`src/rtl/tohost_uart_reporter.sv`:
```
// tohost_uart_reporter: latches the first nonzero tohost word and reports PASS/FAIL over 8N1 UART
//   CLK      in   system clock, rising edge
//   RST      in   asynchronous active-low reset
//   tohost   in   [31:0] tohost word from the data-memory model
//   uart_tx  out  serial line, idle high, LSB first
//   busy     out  message in flight
//   done     out  nonzero tohost latched (sticky)
//   pass     out  latched value == 1
//   result   out  [31:0] latched tohost value
module tohost_uart_reporter #(
    parameter int CLKS_PER_BIT = 868
) (
    input  logic        CLK,
    input  logic        RST,
    input  logic [31:0] tohost,
    output logic        uart_tx,
    output logic        busy,
    output logic        done,
    output logic        pass,
    output logic [31:0] result
);
    localparam int BW = $clog2(CLKS_PER_BIT);
    localparam logic [BW-1:0] BAUD_LAST = BW'(CLKS_PER_BIT - 1);

    typedef enum logic [2:0] {IDLE, START, DATA, STOP, HALT} state_t;

    state_t        state_q, state_d;
    logic [BW-1:0] baud_q, baud_d;
    logic [2:0]    bit_q, bit_d;
    logic [3:0]    idx_q, idx_d;
    logic          tx_q, tx_d;
    logic          done_q, done_d;
    logic          pass_q, pass_d;
    logic [31:0]   result_q, result_d;

    logic [2:0] nsel;
    logic [3:0] nib;
    logic [7:0] hex;
    logic [7:0] ch;
    logic [3:0] msg_last;
    logic       tick;

    // Hex digits of result run MSB nibble first from index 5; (12 - idx) mod 8 picks the nibble.
    always_comb begin
        nsel = 3'd4 - idx_q[2:0];
        nib  = 4'(result_q >> {nsel, 2'b00});
        hex  = (nib < 4'd10) ? 8'h30 + {4'h0, nib} : 8'h37 + {4'h0, nib};
        ch   = hex;
        if (pass_q) begin
            case (idx_q)
                4'd0:    ch = 8'h50;
                4'd1:    ch = 8'h41;
                4'd2:    ch = 8'h53;
                4'd3:    ch = 8'h53;
                4'd4:    ch = 8'h0D;
                default: ch = 8'h0A;
            endcase
        end else begin
            case (idx_q)
                4'd0:    ch = 8'h46;
                4'd1:    ch = 8'h41;
                4'd2:    ch = 8'h49;
                4'd3:    ch = 8'h4C;
                4'd4:    ch = 8'h20;
                4'd13:   ch = 8'h0D;
                4'd14:   ch = 8'h0A;
                default: ch = hex;
            endcase
        end
    end

    assign msg_last = pass_q ? 4'd5 : 4'd14;
    assign tick     = (baud_q == BAUD_LAST);

    always_comb begin
        state_d  = state_q;
        baud_d   = baud_q;
        bit_d    = bit_q;
        idx_d    = idx_q;
        done_d   = done_q;
        pass_d   = pass_q;
        result_d = result_q;
        // Line level follows the current state, so it lags the state register by one edge.
        tx_d     = (state_q == START) ? 1'b0 : (state_q == DATA) ? ch[bit_q] : 1'b1;
        case (state_q)
            IDLE: begin
                if (!done_q && tohost != 32'h0) begin
                    result_d = tohost;
                    done_d   = 1'b1;
                    pass_d   = (tohost == 32'h1);
                    baud_d   = '0;
                    bit_d    = '0;
                    idx_d    = '0;
                    state_d  = START;
                end
            end
            START: begin
                baud_d = tick ? '0 : baud_q + 1'b1;
                if (tick) begin
                    bit_d   = '0;
                    state_d = DATA;
                end
            end
            DATA: begin
                baud_d = tick ? '0 : baud_q + 1'b1;
                if (tick) begin
                    bit_d   = bit_q + 3'd1;
                    state_d = (bit_q == 3'd7) ? STOP : DATA;
                end
            end
            STOP: begin
                baud_d = tick ? '0 : baud_q + 1'b1;
                if (tick) begin
                    idx_d   = (idx_q == msg_last) ? idx_q : idx_q + 4'd1;
                    state_d = (idx_q == msg_last) ? HALT : START;
                end
            end
            default: state_d = HALT;
        endcase
    end

    always_ff @(posedge CLK or negedge RST) begin
        if (!RST) begin
            state_q  <= IDLE;
            baud_q   <= '0;
            bit_q    <= '0;
            idx_q    <= '0;
            tx_q     <= 1'b1;
            done_q   <= 1'b0;
            pass_q   <= 1'b0;
            result_q <= '0;
        end else begin
            state_q  <= state_d;
            baud_q   <= baud_d;
            bit_q    <= bit_d;
            idx_q    <= idx_d;
            tx_q     <= tx_d;
            done_q   <= done_d;
            pass_q   <= pass_d;
            result_q <= result_d;
        end
    end

    assign uart_tx = tx_q;
    assign busy    = (state_q != IDLE) && (state_q != HALT);
    assign done    = done_q;
    assign pass    = pass_q;
    assign result  = result_q;
endmodule
```
`config.mk`:
```
export PLATFORM = sky130hd
export DESIGN_NAME = tohost_uart_reporter
export DESIGN_NICKNAME = d
export VERILOG_FILES = /design/src/rtl/tohost_uart_reporter.sv
export SDC_FILE = /design/constraint.sdc
export NUM_CORES = 1
export LEC_CHECK = 0
export CORE_MARGIN = 2
export CORE_UTILIZATION = 40
export DETAILED_ROUTE_END_ITERATION = 16
export PLACE_DENSITY = 0.65
export REMOVE_ABC_BUFFERS = 1
export SLEW_MARGIN = 20
export SYNTH_ARGS = -nofsm -noshare
export SYNTH_HDL_FRONTEND = slang
export SYNTH_SLANG_ARGS = --single-unit
```
`constraint.sdc`:
```
create_clock -name CLK -period 4.1 [get_ports CLK]
set_input_delay 0.615 -clock CLK [delete_from_list [all_inputs] [get_ports CLK]]
set_output_delay 0.615 -clock CLK [all_outputs]
set_load 0.03 [all_outputs]
```
### After elaboration in Yosys (flattened, before gate mapping)

Index checks and enable logic that the tools add are counted.

| storage, ports and cells | value |
|---|---|
| register bits after elaboration | 55 |
| bits of input ports | 34 |
| output and inout bits | 36 |
| word-level logic and storage cells | 80 |

| cells by class | value |
|---|---|
| add/sub/neg operators | 6 |
| $lt $le $gt $ge | 2 |
| equal/unequal tests | 19 |
| shifts and indexed selects | 1 |
| mux-type cells | 27 |
| reductions and logical operators | 17 |

Operators by type and width:

| kind | number |
|---|---|
| 7-bit case mux with 7 select lines | 1 |
| 32-bit by 1-bit equality test with 1-bit output, second input constant | 1 |
| 32-bit nonzero test | 1 |
| 32-bit by 5-bit >> shifter with 4-bit output | 1 |
| 7-bit case mux with 4 select lines | 1 |
| 3-bit 2-to-1 mux | 8 |
| 10-bit 2-to-1 mux | 2 |
| 10-bit case mux with 2 select lines | 1 |
| 4-bit 2-to-1 mux | 4 |
| 6-bit by 4-bit adder with 7-bit output, first input constant | 2 |
| 3-bit case mux with 4 select lines | 1 |
| 4-bit AND reduction | 3 |
| 10-bit by 1-bit adder with 10-bit output, second input constant | 1 |
| 10-bit equality test, second input constant | 1 |
| 2-bit != test, second input constant | 5 |
| 3-bit case mux with 3 select lines | 1 |
| 4-bit by 2-bit equality test with 1-bit output, second input constant | 2 |
| 4-bit equality test, second input constant | 2 |
| 8-bit 2-to-1 mux | 1 |
| 4-bit case mux with 2 select lines | 1 |
| 7-bit 2-to-1 mux | 1 |
| 3-bit by 2-bit equality test with 1-bit output, second input constant | 2 |
| 3-bit nonzero test | 2 |
| 4-bit by 1-bit adder with 4-bit output, second input constant | 1 |
| 20 further kinds | 26 |

### Logic depth before layout (Yosys ltp)

Gate-level depths: netlist of the first run.

| depth | value |
|---|---|
| depth after elaboration | 10 |
| depth in mapped cells | 13 |
| mapped depth without buffers | 11 |

### Least setup slack after synthesis of the first run

Ideal clock, no wire load.

| timing | value |
|---|---|
| path kind | reg2reg |
| start | register idx_q[0] |
| end | register tx_q, in the netlist uart_tx |
| setup time | 0.078 ns |
| arrival | 2.748 ns |
| data required time | 4.022 ns |
| path slack | 1.274 ns |
| cell stages (with the launch flop) | 14 |
| path buffers | 2 |
| clock period less this slack | 2.826 ns |
| cell sequence | dfrtp_1 inv_2 ha_1 buf_6 buf_12 mux2i_1 mux4_2 ha_1 inv_1 nor2_1 o31ai_1 o211ai_1 o2bb2ai_1 a41oi_2 |

| on the way | value |
|---|---|
| cells in the longest elaborated chain, start to end | 10 |
| elaborated cells between the ends (all ways) | 21 |
| classes of those cells | 3 x add/sub; 1 x order compare; 6 x eq/ne; 1 x shift; 8 x mux; 2 x reduce/logical |

RTL lines:

| what | RTL line | RTL |
|---|---|---|
| start, declared | 30 | `logic [3:0] idx_q, idx_d;` |
| start signal, assigned | 136 | `idx_q <= idx_d;` |
| 3-bit subtractor | 45 | `nsel = 3'd4 - idx_q[2:0];` |
| 32-bit by 5-bit >> shifter with 4-bit output | 46 | `nib = 4'(result_q >> {nsel, 2'b00});` |
| 6-bit by 4-bit adder with 7-bit output or 4-bit < comparator (tied branches) | 47 | `hex = (nib < 4'd10) ? 8'h30 + {4'h0, nib} : 8'h37 + {4'h0, nib};` |
| 7-bit 2-to-1 mux | 47 |  |
| 7-bit case mux with 7 select lines | 59 | `case (idx_q)` |
| 8-bit 2-to-1 mux * | 49 | `if (pass_q) begin` |
| 1-bit binary-select mux with 3-bit select * | 84 | `tx_d = (state_q == START) ? 1'b0 : (state_q == DATA) ? ch[bit_q] : 1'b1;` |
| 1-bit 2-to-1 mux (not written as such) * | 84 |  |
| 1-bit 2-to-1 mux * (2 in a row) | 84 |  |
| net tx_d | 31 | `logic tx_q, tx_d;` |
| end signal, assigned | 137 | `tx_q <= tx_d;` |
| end, declared | 31 |  |

Mark *: on every way through the listed nets, which the timed path passes. The rest lies on a longest branch. The select of a mux whose other input is x is not followed.
A chain may end at the register's enable or synchronous reset.

### Worst setup path after layout of the first run

Same ends and word-level chain as after synthesis.

==> results of run 1 <==
final timing paths:
check / slack, ns / cells after the start / end
max in group asynchronous: 3.04 / 2 / uart_tx
min in group CLK: 0.52 / 1 / baud_q[8]
min reg2reg: 0.52 / 1 / baud_q[8]
max: 0.56 / 11 / uart_tx
min: 0.21 / 1 / result[27]
max reg2reg: 0.56 / 11 / uart_tx
report_power, final:
group / total (mW) / internal [mW] / switching (mW)
combinational: 0.153 / 0.0763 / 0.0768
sequential: 0.572 / 0.558 / 0.0138
clock: 0.427 / 0.244 / 0.184
total: 1.15 / 0.878 / 0.274
cells in the final DEF (no fill, tap or decap), types with 2 or more instances in the layout:
cell type,count
o21ai_0,19
mux2i_1,18
or3_1,2
xnor2_1,2
o31ai_1,4
o41ai_1,2
mux2_2,31
mux4_2,3
clkdlybuf4s50_1,68
nand3_1,7
nand2_1,20
o22ai_1,2
a311oi_1,3
a21oi_4,2
xor2_1,5
and3_1,5
inv_1,8
nand2b_1,8
ha_1,8
buf_4,3
nor2b_1,7
o211ai_1,4
nor2_1,19
o21a_1,3
o31a_1,2
bufinv_16,2
nor4_1,7
nor4b_1,2
mux4_1,2
clkbuf_8,5
dfrtp_1,54
a21oi_1,6
nor3_1,13
through the flow:
stage | worst slack, ns | hold slack [ns] | utilization
floorplan | 1.06 | 0.319 | -
global placement | 0.570 | 0.496 | 0.513
detailed placement | 0.538 | 0.496 | 0.513
CTS | 0.512 | 0.224 | 0.531
global route | 0.312 | 0.232 | 0.531
finish | 0.560 | 0.210 | 0.531
registers in the layout (all words and copies together) (netlist names):
signal and count:
bit_q 3, uart_tx 1, done 1, baud_q 10, pass 1, idx_q 4, state_q 3, result 32
layout make-up:
class                      count  share of cell area
clock buffer                   5              0.0166
clock inverter                 3              0.0163
inverter                       9             0.00815
multi-input combinational    227               0.425
sequential                    55               0.333
tap                          102              0.0308
timing repair buffer          72               0.171
layer usage:
metal / track usage / vias up / share of wire
met5: 0 / - / 0
met3: 0.0241 / 8 / 0.023
li1: - / 1259 / -
met4: 0.0604 / 0 / 0.015
met2: 0.318 / 47 / 0.50
met1: 0.265 / 1326 / 0.46
kinds of logic (layout without fill, tap and decap cells):
group,count (synthesis),in the layout,share of synthesized area
buffers and inverters,26,89,0.0399
adders and majority gates,8,8,0.0307
and+or+nand+nor,96,96,0.151
AOI/OAI and AO/OA,61,61,0.134
xor gates and xnor gates,7,7,0.0188
muxes,55,55,0.203
DFF,55,55,0.423
worst reg2reg max path: cells and delay by family, from the launching register on:
kind	cells	cell delay, ns
DFF	1	0.54
buffers and inverters	2	0.23
and+or+nand+nor	1	0.04
adders and majority gates	2	1.13
AOI/OAI and AO/OA	4	0.71
muxes	2	0.84
==> results.json, run 1 <==
{
  "status": "completed",
  "cp.required_ns": 4.34,
  "critPathLaunchType": "register",
  "r2r_start": "idx_q[0]",
  "final_nets": 412,
  "drtAntennaViolNets": 0,
  "diodes": 0,
  "clkSinkCount": 55,
  "tightest_slew_ns": 0.758,
  "cp_num_buf_inv": 2,
  "final-setup-viol-count": 0,
  "placed_area_um2": 4010,
  "cts_resized": 0,
  "yosysTopAreaCell": "dfrtp_1",
  "slowest_stage": "ha_1",
  "final_max_slew_viol_count": 0,
  "synth_area_leaders": "dfrtp_1 (41%), mux2_2 (11%), mux2i_1 (5.5%)",
  "grt_antenna_before_repair": 0,
  "cap_violations": 0,
  "drt-initial-drc-count": 178,
  "finalHoldViolations": 0,
  "fin_skew_ns": 0.0116,
  "multiInputGateArea_um2": 1760,
  "cts_buffer_depth": 2,
  "root_buffer": "clkbuf_8",
  "cp_cell_sequence": "inv_2, ha_1, mux2i_1, mux4_2, ha_1, inv_1, nor2_1, o31ai_1, o211ai_1, o2bb2ai_1, a41oi_2",
  "netlist.area_leader.share": 0.415,
  "irDropWorstVdd_uv": 159,
  "power_density_nw_per_um2": 278,
  "cts_tree": "yes",
  "drive_gt1_frac": 0.146,
  "dieArea_um2": 8890,
  "postCtsHoldBufs": 0,
  "nFillCells": 730,
  "overflow": 0,
  "ys_seq_area_frac": 0.423,
  "drc": 0,
  "cp_max_fo": 15,
  "insertion_delay_ns": 0.31,
  "synth.distinct_cells": 59,
  "fmax_mhz": 282,
  "ios": 70,
  "fin_crit_ns": 3.54,
  "vias": 2640,
  "die_w_um": 94.3,
  "cp_common_cell": "ha_1",
  "cp.arrival_ns": 3.78,
  "p_leak_nw": 1.59,
  "async_reset_ff_frac": 1.00,
  "dp.cells": 465,
  "fin_setup_tns_ns": 0,
  "post-route-cell-area_um2": 4140,
  "synth_warnings": 0,
  "syn_area_um2": 3260,
  "cp_top_family": "adder cells",
  "hold_path.class": "input port to async pin",
  "stdcell_count": 473,
  "regArea_um2": 1380,
  "post-route-period-util": 0.863,
  "dieHeight_um": 94.3,
  "htree_levels": 2,
  "synth_seq_cells": 55,
  "rsz0062_at_grt": "no",
  "critPathKind": "register to register",
  "postRouteWirelength_um": 8080,
  "clk_pin_slew_ns": 0.11,
  "port_buffers": 69,
  "end_kind": "register",
  "grt_pass1_wl_um": 13500,
  "syn-mean-instance-area_um2": 10.6,
  "synthFlopType": "dfrtp_1",
  "num_rows": 32,
  "grt_pass1_vias": 2698,
  "grt_max_degree": 39,
  "finalWeightedCongestion": 0.867,
  "crit_start": "idx_q[0]",
  "cts_buffers": 5,
  "dr.pass1.iters": 4,
  "post-dp-hpwl_um": 6040,
  "syn2layout_area_growth_pct": 27.1,
  "grtUsageTotal": 0.193,
  "synth_edf_count": 0,
  "core_area_um2": 7810,
  "slowest_delay_ns": 0.82,
  "vias_per_cell": 5.58,
  "synthCells": 308,
  "slew_headroom": 0.494,
  "start_util": 0.417,
  "total_power_mw": 1.15,
  "synth_most_common_cell": "dfrtp_1",
  "avgRoutedWirePerCell_um": 17.1,
  "synth_common_cells": "dfrtp_1 (54), mux2_2 (31), nand2_1 (20)",
  "post-cts-setup-buffers": 0
}
(Power assumes the default switching activity.)
==> run 2: changes to the inputs <==
- CORE_UTILIZATION: 40 -> 35
- DONT_BUFFER_PORTS: default -> 1
- PLACE_DENSITY: 0.65 -> default
==> run 2 against run 1 <==
Effect of this change: core utilization down 16 points; count of clock-buffer cells in the layout up 1; design area down 17%; combinational power down 67%; wire length down 8.8%; critical path depth unchanged; largest cell class unchanged.
==> results.json, run 2 (synthesis gave the netlist of run 1 again) <==
{
  "status": "completed",
  "dr.pass1.iters": 4,
  "vias_per_cell": 5.80,
  "slowest_stage": "ha_1",
  "cp_max_fo": 15,
  "slowest_delay_ns": 0.80,
  "post-cts-setup-buffers": 0,
  "finalWeightedCongestion": 0.878,
  "cp.arrival_ns": 3.58,
  "cp.required_ns": 4.32,
  "drive_gt1_frac": 0.170,
  "cp_cell_sequence": "inv_2, ha_1, mux2i_1, mux4_2, ha_1, inv_1, nor2_1, o31ai_1, o211ai_1, o2bb2ai_1, a41oi_2",
  "die_w_um": 101,
  "fin_setup_tns_ns": 0,
  "grt_antenna_before_repair": 0,
  "r2r_start": "idx_q[0]",
  "hold_path.class": "input port to async pin",
  "htree_levels": 2,
  "post-route-period-util": 0.819,
  "cp_num_buf_inv": 2,
  "clkSinkCount": 55,
  "cts_buffer_depth": 2,
  "cp_top_family": "adder cells",
  "final_core_util": 0.375,
  "fmax_mhz": 298,
  "power_density_nw_per_um2": 280,
  "placed_area_um2": 3320,
  "grt_pass1_vias": 2369,
  "dieHeight_um": 101,
  "final_cell_mix": "dfrtp_1 (54), mux2_2 (31), nand2_1 (20), o21ai_0 (19), nor2_1 (19)",
  "fin_crit_ns": 3.36,
  "dieArea_um2": 10100,
  "dp.cells": 403,
  "postRouteWirelength_um": 7370,
  "nFillCells": 891,
  "vias": 2382,
  "grt_pass1_wl_um": 12300,
  "post-dp-hpwl_um": 5340,
  "overflow": 0,
  "clk_pin_slew_ns": 0.10,
  "rsz0062_at_grt": "no",
  "largest_reg_flops": 32,
  "cts_tree": "yes",
  "stdcell_count": 411,
  "grt_max_degree": 55,
  "cp_common_cell": "ha_1",
  "post-route-cell-area_um2": 3430,
  "insertion_delay_ns": 0.30,
  "cap_violations": 0,
  "start_util": 0.356,
  "irDropWorstVdd_uv": 204,
  "p_leak_nw": 1.31,
  "fin_hold_ws_ns": 0.145,
  "diodes": 0,
  "critPathKind": "register to register",
  "finalHoldViolations": 0,
  "drc": 0,
  "fin_skew_ns": 0.0123,
  "final_nets": 342,
  "crit_start": "idx_q[0]",
  "core_area_um2": 9150,
  "mostFrequentLayoutCell": "dfrtp_1",
  "grtUsageTotal": 0.151,
  "slew_headroom": 0.510,
  "drt-initial-drc-count": 118,
  "num_rows": 35,
  "end_kind": "register",
  "syn2layout_area_growth_pct": 5.30,
  "critPathLaunchType": "register",
  "drtAntennaViolNets": 0,
  "port_buffers": 0,
  "cts_buffers": 5,
  "final-setup-viol-count": 0,
  "root_buffer": "clkbuf_8",
  "tightest_slew_ns": 0.736,
  "avgRoutedWirePerCell_um": 17.9,
  "ios": 70,
  "final_max_slew_viol_count": 0
}
run 2: metrics by stage:
step | worst slack, ns | power, mW
3_3_place_gp | 0.918 | 0.657
4_1_cts | 0.760 | 0.970
5_1_grt | 0.518 | 0.995
6_report | 0.743 | 0.961
2_1_floorplan | 1.06 | 0.644
3_5_place_dp | 0.797 | 0.657
run 2: timing repair:
item / in CTS / in global routing
hold buffers: 1 / 0
resized for setup: 0 / 0
hold endpoints to repair: 54 / 0
run 2: metal layers:
| metal | vias to the layer above | track usage | share of wire |
|---|---|---|---|
| met1 | 1197 | 0.207 | 0.45 |
| met2 | 52 | 0.244 | 0.48 |
| met5 | - | 0 | 0 |
| met3 | 7 | 0.0340 | 0.058 |
| met4 | 0 | 0.0390 | 0.010 |
| li1 | 1126 | - | - |
run 2: cell type report:
type / instances / area, µm² / area share
clock buffers: 6 / 82.6 / 0.0241
flip-flops and latches: 55 / 1380 / 0.401
repair buffers: 2 / 35.0 / 0.0102
inverters: 9 / 33.8 / 0.00984
well taps: 111 / 139 / 0.0405
multi-input cells: 227 / 1760 / 0.513
clock inverters: 1 / 5.00 / 0.00146
run 2: final timing paths:
check / end / slack [ns] / cells past startpoint
min reg2reg: baud_q[6] / 0.52 / 1
max: uart_tx / 0.74 / 11
min in group CLK: result[16] / 0.44 / 1
max in group asynchronous: bit_q[1] / 3.70 / 1
min: result[9] / 0.14 / 1
max reg2reg: uart_tx / 0.74 / 11
run 2: power by group:
part	leakage [nW]	internal (mW)	switching (mW)
Clock	0.0470	0.133	0.169
Sequential	0.612	0.558	0.0511
Combinational	0.646	0.0249	0.0255
Total	1.31	0.716	0.246
==> run 3: changes to the inputs <==
- clock period: 4.1 -> 3.35 ns (I/O delays scaled with it)
==> run 3 against run 2 <==
Effect of this change: non-clock buffer count increased by 6; sequential share of layout area decreased by 0.70 points; global-route usage increased by 1.2 points; critical endpoint unchanged.
==> results.json, run 3 (synthesis gave the netlist of run 1 again) <==
{
  "ios": 70,
  "cp_num_buf_inv": 2,
  "tightest_slew_ns": 0.730,
  "clkSinkCount": 55,
  "port_buffers": 0,
  "cts_buffers": 5,
  "post-cts-setup-buffers": 0,
  "drtAntennaViolNets": 0,
  "p_clk_frac": 0.334,
  "drc": 0,
  "diodes": 0,
  "slew_headroom": 0.514,
  "grtUsageTotal": 0.164,
  "postRouteWirelength_um": 7780,
  "drt-initial-drc-count": 138,
  "grt_pass1_wl_um": 13100,
  "dieHeight_um": 101,
  "avgRoutedWirePerCell_um": 18.6,
  "final-setup-viol-count": 0,
  "nFillCells": 875,
  "overflow": 0,
  "reg2reg_to": "uart_tx",
  "switchingPower_mw": 0.310,
  "vias": 2407,
  "post-dp-hpwl_um": 5770,
  "grt_antenna_before_repair": 0,
  "final_nets": 348,
  "num_rows": 35,
  "finalHoldViolations": 0,
  "cp_cell_sequence": "inv_2, ha_1, buf_4, mux2i_1, mux4_2, o21a_1, o31ai_1, o211ai_1, o2bb2ai_1, a41oi_2",
  "final_cell_mix": "dfrtp_1 (54), mux2_2 (31), nand2_1 (20), o21ai_0 (19), nor2_1 (19)",
  "setup_ws_ns": 0.252,
  "critPathLaunchType": "register",
  "finalWeightedCongestion": 0.862,
  "clk_pin_slew_ns": 0.10,
  "p_seq_frac": 0.615,
  "wl_met1_um": 3570,
  "largest_reg_flops": 32,
  "fmax_mhz": 323,
  "insertion_delay_ns": 0.31,
  "fin_skew_ns": 0.0132,
  "cp_top_family": "compound AO/OA/AOI/OAI gates",
  "dieArea_um2": 10100,
  "cap_violations": 0,
  "end_kind": "register",
  "p_leak_nw": 1.34,
  "critPathKind": "register to register",
  "dr.pass1.iters": 4,
  "final_max_slew_viol_count": 0,
  "cts_resized": 0,
  "post-route-cell-area_um2": 3490,
  "die_w_um": 101,
  "cp.required_ns": 3.58,
  "dr_wl_met2_um": 3680,
  "worstRegToRegCells": 10,
  "start_util": 0.356,
  "placed_area_um2": 3360,
  "rsz0062_at_grt": "no",
  "met3_wirelength_um": 397,
  "power_density_nw_per_um2": 347,
  "status": "completed",
  "slowest_delay_ns": 0.58,
  "crit_start": "idx_q[0]",
  "vias_per_cell": 5.76,
  "hold_path.class": "input port to async pin",
  "cp_max_fo": 10,
  "p_comb_frac": 0.051,
  "final_core_util": 0.382,
  "intPower_mw": 0.901,
  "drive_gt1_frac": 0.189,
  "cp.arrival_ns": 3.33,
  "post-route-period-util": 0.925,
  "irDropWorstVdd_uv": 261,
  "fin_crit_ns": 3.10,
  "root_buffer": "clkbuf_8",
  "mostFrequentLayoutCell": "dfrtp_1",
  "place_ws_ns": 0.302,
  "reg2reg_slack_ns": 0.25,
  "cts_tree": "yes",
  "fin_setup_tns_ns": 0,
  "slowest_stage": "ha_1",
  "postCtsHoldBufs": 1,
  "netSwitchingFraction": 0.256,
  "maxUsedRoutingLayer": "met4",
  "r2r_start": "idx_q[0]",
  "syn2layout_area_growth_pct": 7.18,
  "htree_levels": 2,
  "grt_max_degree": 55,
  "core_area_um2": 9150,
  "cts_buffer_depth": 2,
  "grt_pass1_vias": 2514
}
-- run 3: changes by cell type in the layout (fill, tap and decap cells not counted) --
cell and delta:
buf_4 +6, clkinvlp_4 +1, clkbuf_8 +1, clkinv_2 -1
-- run 3: final cells by class --
cell class	count	area, µm²	area share
clock inverters	1	7.51	0.00215
clock buffers	7	96.3	0.0276
flip-flops and latches	55	1380	0.394
well taps	111	139	0.0398
repair buffers	8	80.1	0.0229
multi-input cells	227	1760	0.504
inverters	9	33.8	0.00967
-- run 3: worst register-to-register path, stage by stage, from the launching register on --
cell and delay [ns]:
dfrtp_1 0.52, inv_2 0.07, ha_1 0.58, buf_4 0.26
mux2i_1 0.10, mux4_2 0.58, o21a_1 0.22, o31ai_1 0.22
o211ai_1 0.12, o2bb2ai_1 0.17, a41oi_2 0.18
-- run 3: per-stage QoR --
stage	hold WS, ns	std cells	power (mW)
2_1_floorplan	0.207	291	0.788
3_3_place_gp	0.208	409	0.804
3_5_place_dp	0.208	409	0.805
4_1_cts	0.0232	418	1.23
5_1_grt	0.0111	418	1.27
6_report	0.0324	418	1.21
-- run 3: worst max-delay path by stage --
stage	slack, ns	end	cells past startpoint
after global placement	0.43	uart_tx	10
after global routing	0.08	uart_tx	10
final	0.25	uart_tx	10
after CTS	0.26	uart_tx	10
after floorplan	0.31	baud_q[3]	6
after detailed placement	0.30	uart_tx	10
-- run 3: routing by layer --
| layer | track usage | up-vias |
|---|---|---|
| li1 | - | 1138 |
| met1 | 0.221 | 1192 |
| met2 | 0.268 | 65 |
| met3 | 0.0298 | 12 |
| met4 | 0.0506 | 0 |
| met5 | 0 | - |
-- run 3: power groups by stage --
stage	Sequential [mW]	Combinational, mW	Clock (mW)
2_1_floorplan	0.749	0.0391	0
3_3_place_gp	0.760	0.0435	0
3_5_place_dp	0.759	0.0461	0
4_1_cts	0.746	0.0631	0.418
5_1_grt	0.748	0.0696	0.450
6_report	0.745	0.0618	0.404
